$ cat src/rtl/bcd_pkg.sv
// Shared types and constants for the digit-serial BCD adder/subtractor.
// No logic of its own; the nines-complement helper is pure combinational.
package bcd_pkg;

  typedef logic [3:0] digit_t;
  typedef logic [1:0] state_t;

  localparam state_t IDLE = 2'd0;
  localparam state_t CALC = 2'd1;
  localparam state_t DONE = 2'd2;

  localparam digit_t BCD_MAX = 4'd9;
  localparam digit_t BCD_ADJ = 4'd6;

  function automatic digit_t nines_comp(input digit_t d);
    return BCD_MAX - d;
  endfunction

endpackage

$ cat src/rtl/bcd_digit_add.sv
// One BCD digit plus carry, decimal-adjusted.
// Combinational, zero latency; no handshake.
module bcd_digit_add
  import bcd_pkg::*;
(
  input  logic [3:0] a,
  input  logic [3:0] b,
  input  logic       ci,
  output logic [3:0] s,
  output logic       co
);

  logic [4:0] t;

  always_comb begin
    t  = {1'b0, a} + {1'b0, b} + {4'b0000, ci};
    s  = t[3:0];
    co = 1'b0;
    if (t > {1'b0, BCD_MAX}) begin
      s  = t[3:0] + BCD_ADJ;
      co = 1'b1;
    end
  end

endmodule

$ cat src/rtl/bcd_serial_adder.sv
// N-digit BCD add/subtract, one digit per clock LSD first; err port only with BCD_INVALID_CHECK_EN.
// Latency: done pulses DIGITS cycles after the start-sampling edge; results hold until next start.
// Backpressure: none; start is only sampled in IDLE and is dropped (not queued) while busy.
module bcd_serial_adder
  import bcd_pkg::*;
#(
  parameter int DIGITS = 4
) (
  input  logic                  clk,
  input  logic                  rst_n,
  input  logic                  start,
  input  logic                  sub,
  input  logic                  cin,
  input  logic [4*DIGITS-1:0]   a,
  input  logic [4*DIGITS-1:0]   b,
  output logic                  busy,
  output logic                  done,
  output logic [4*DIGITS-1:0]   sum,
  output logic                  cout
`ifdef BCD_INVALID_CHECK_EN
  ,
  output logic                  err
`endif
);

  localparam int W  = 4 * DIGITS;
  localparam int CW = (DIGITS > 1) ? $clog2(DIGITS) : 1;
  localparam logic [CW-1:0] LAST = CW'(DIGITS - 1);

  state_t          state;
  logic [CW-1:0]   idx;
  logic [W-1:0]    a_sr;
  logic [W-1:0]    b_sr;
  logic            sub_r;
  logic            carry;
  digit_t          bd;
  digit_t          s_dig;
  logic            co;

  // Subtraction is A + nines(B) + ~borrow, so the carry out means "no borrow".
  assign bd = sub_r ? nines_comp(b_sr[3:0]) : b_sr[3:0];

  bcd_digit_add u_digit (
    .a  (a_sr[3:0]),
    .b  (bd),
    .ci (carry),
    .s  (s_dig),
    .co (co)
  );

  always_ff @(posedge clk or negedge rst_n) begin
    if (!rst_n) begin
      state <= IDLE;
      idx   <= '0;
      a_sr  <= '0;
      b_sr  <= '0;
      sub_r <= 1'b0;
      carry <= 1'b0;
      sum   <= '0;
      cout  <= 1'b0;
    end else begin
      case (state)
        IDLE: begin
          if (start) begin
            a_sr  <= a;
            b_sr  <= b;
            sub_r <= sub;
            carry <= sub ? ~cin : cin;
            idx   <= '0;
            sum   <= '0;
            state <= CALC;
          end
        end
        CALC: begin
          sum[4*idx +: 4] <= s_dig;
          a_sr  <= a_sr >> 4;
          b_sr  <= b_sr >> 4;
          carry <= co;
          idx   <= idx + 1'b1;
          if (idx == LAST) begin
            cout  <= co;
            state <= DONE;
          end
        end
        DONE:    state <= IDLE;
        default: state <= IDLE;
      endcase
    end
  end

`ifdef BCD_INVALID_CHECK_EN
  // Checks the raw operand digits, before any nines-complement.
  always_ff @(posedge clk or negedge rst_n) begin
    if (!rst_n) begin
      err <= 1'b0;
    end else if (state == IDLE && start) begin
      err <= 1'b0;
    end else if (state == CALC && (a_sr[3:0] > BCD_MAX || b_sr[3:0] > BCD_MAX)) begin
      err <= 1'b1;
    end
  end
`endif

  assign busy = (state != IDLE);
  assign done = (state == DONE);

endmodule

$ cat config.mk
export PLATFORM = sky130hd
export DESIGN_NAME = bcd_serial_adder
export DESIGN_NICKNAME = d
export VERILOG_FILES = /design/src/rtl/bcd_pkg.sv /design/src/rtl/bcd_digit_add.sv /design/src/rtl/bcd_serial_adder.sv
export SDC_FILE = /design/constraint.sdc
export NUM_CORES = 1
export LEC_CHECK = 0
export ABC_AREA = 1
export BUFFER_PORTS_ARGS = -buffer_cell sky130_fd_sc_hd__buf_2
export CAP_MARGIN = 15
export CORE_MARGIN = 4
export CORE_UTILIZATION = 50
export DETAILED_ROUTE_END_ITERATION = 10
export HOLD_SLACK_MARGIN = 0.06
export MAX_ROUTING_LAYER = met4
export PLACE_DENSITY = 0.78
export SYNTH_ARGS = -nofsm -noshare
export SYNTH_HDL_FRONTEND = slang
export SYNTH_HIERARCHICAL = 1
export SYNTH_SLANG_ARGS = --single-unit
$ cat constraint.sdc
create_clock -name clk -period 2.7 [get_ports clk]
set_input_delay 0.27 -clock clk [delete_from_list [all_inputs] [get_ports clk]]
set_output_delay 0.27 -clock clk [all_outputs]
set_load 0.05 [all_outputs]
==> reports/summary.txt <==
Xor and xnor area share after synthesis - 0.5738%
Die Width - 86.14 µm
Dpl ws - -9.837 ps
Starting DRT DRC Count - 211
Total wire length - 6.733 mm
Crit Path Category - reg -> reg
Hold_ws - 79.12 ps
Tcrit/Tclk final - 94.70%
Final hold violations - 0
Synthesized instance count - 406
Grt total ovfl - 0
Max Fanout on Critical Path - 5
Yosys top cell area share - 45.08%
Drt via density - 5.002
I/O pins - 56
Initial antenna violation count - 0
Yosys cell types - 22
WL/cell - 12.54 µm
Clock Pin Slew Worst Setup and Hold Paths - 100 ps
Largest cells by area after synthesis - dfrtp_1, nand2_1, nand3_1
H-Tree Depth - 2
Die footprint - 7420 µm²
Post-Synth Adder-Cell Area - 5.820%
Average size of a mapped cell - 7.520 µm²
Mapped cell area - 3053 µm²
First-pass iteration count of the detailed router - 4
CP Launch Type - flip-flop
Capture point of the worst path - sum[15]
Clock sink count - 55
Yosys top cell by area - dfrtp_1
Worst skew pair latency - 310 ps
Initial Util - 51.56%
Endpoints failing setup - 0
Worst path arrival time - 2810 ps
CTS Hold Bufs - 0
Max-cap viol count - 0
Max Root-Sink Buffers - 2
Path depth of the worst reg2reg path - 14
# port buffers - 55
Row cnt - 28
Fmax achieved - 391.1 MHz
Placed inst area - 3358 µm²
Post-route cell area - 3528 µm²
Slew HR - 40.55%
Hold WC Path Type - in -> async
Largest family of logic cells by synthesized area - simple AND/OR/NAND/NOR gates
RSZ-0062 raised after global routing - no
Worst Setup SP - sub_r
Setup_tns - 0 ps
Setup slack, reg-to-reg - 140 ps
Die height - 86.14 µm
First-pass GRT wire length - 11.48 mm
CTS Buf Count - 5
Mux contribution to synthesized area - 0%
Root Driver - clkbuf_8
GRT Util Overall - 19.63%
DRC errors left - 0
Routed Antenna Nets - 0
FF-to-FF End - sum[15]
Reg2reg start - sub_r
Post-Syn Nets - 456
Number of register bits inferred by synthesis - 55
Slew Viols, Final - 0
Vias post-DR - 2686
Largest net degree at the start of global routing - 42
# fillers - 540
Setup crit end kind - flip-flop
# nets final - 511
FF+latch area - 1376 µm²
Number of global-route vias before repair - 2545
Core ar. - 5921 µm²
Setup Skew - 7.427 ps
Slew @ Worst Pin - 891.8 ps
N_diodes - 0
Required time worst endpoint - 2950 ps
PnR worst setup slack - 143.2 ps
Layout cells sized above 1 - 21.65%
DPL Wire Length - 4.662 mm
Synth warnings - 6
Status - finished clean
CTS tree - built
Seq/Total Area, Yosys - 45.08%
Post-synthesis simple-gate area fraction - 38.93%
Routability-driven placement congestion ratio - 0.9122
Area of the multi-input gates - 1493 µm²
Area grow syn2layout - 15.57%
Compound-cell area share of the yosys netlist - 2.336%
Period minus WS final - 2557 ps
synth_stat cells:
| cell type | count |
|---|---|
| nor2_1 | 10 |
| o21ai_4 | 1 |
| o21ai_1 | 1 |
| o21ai_0 | 4 |
| buf_6 | 3 |
| dfrtp_1 | 55 |
| inv_2 | 3 |
| nor2_2 | 3 |
| inv_1 | 25 |
| nand2_2 | 3 |
| ha_1 | 11 |
| a21oi_4 | 1 |
| a21oi_1 | 1 |
| nand3_1 | 57 |
| nand2_4 | 2 |
| buf_2 | 6 |
| nand3_2 | 4 |
| a21oi_2 | 1 |
| nand2_1 | 204 |
| fa_1 | 2 |
| buf_4 | 7 |
| xor2_1 | 2 |
layout make-up:
| cell class | count | area share, % |
|---|---|---|
| sequential | 55 | 39.01 |
| clock inverter | 2 | 0.9929 |
| clock buffer | 6 | 2.340 |
| inverter | 28 | 2.979 |
| tap | 75 | 2.660 |
| timing repair buffer | 64 | 9.716 |
| multi-input combinational | 307 | 42.30 |
critical path, cell delays in order, from the launching register on:
cell and delay, ps:
dfrtp_1 410, xor2_1 180, fa_2 370, fa_2 580, inv_2 60, ha_4 170
a21oi_4 130, nand2_4 80, nand2_4 80, nand2_1 70, nand2_2 80, nand2_2 80
nor2_4 110, nand2_1 60, nand2_1 60
worst min path at each step:
stage,end,slack [ps]
3_3_place_gp,b_sr[14],460
2_1_floorplan,a_sr[0],-30
6_report,b_sr[14],80
3_5_place_dp,b_sr[14],450
5_1_grt,b_sr[15],120
4_1_cts,b_sr[14],120
flip-flops by register name (all words and copies together) (netlist names):
| register | cells |
|---|---|
| a_sr | 16 |
| b_sr | 16 |
| carry | 1 |
| cout | 1 |
| idx | 2 |
| state | 2 |
| sub_r | 1 |
| sum | 16 |
logic make-up after synthesis:
kind of cell	Yosys count
AOI/OAI and AO/OA	9
xor gates and xnor gates	2
adders and majority gates	13
buffers and inverters	44
DFF	55
and+or+nand+nor	283
metrics by stage:
| stage | std cells | util (%) |
|---|---|---|
| finish | 537 | 59.59 |
| global route | 537 | 59.59 |
| CTS | 535 | 58.75 |
| detailed placement | 527 | 56.72 |
| global placement | 527 | 56.72 |
| floorplan | 406 | - |
timing repair:
item                       4_1_cts  5_1_grt
gates resized for setup          1       12
pin swaps                        0        5
setup endpoints to repair        6        9
buffers inserted                 0        2
cell usage in the layout, fill, tap and decap left out, types with 2 or more instances in the layout:
cell	n
nor2_2	4
buf_2	55
nor2_1	8
nand2_4	2
xor2_1	2
ha_1	10
buf_4	9
nand3_2	4
nand2_1	200
nand3_1	57
inv_2	4
o21ai_0	3
dfrtp_1	55
inv_1	24
fa_2	2
clkbuf_8	6
o21ai_1	2
nand2_2	7
layer usage:
metal	track usage (%)	vias to the layer above	wire length, µm
li1	-	1375	-
met1	26.28	1220	3089
met2	30.90	85	3207
met3	3.362	6	364
met4	5.324	0	72
met5	-	-	0
Power is not shown: default switching activity piles up to over one toggle a cycle in this logic, so the estimate is an artifact.
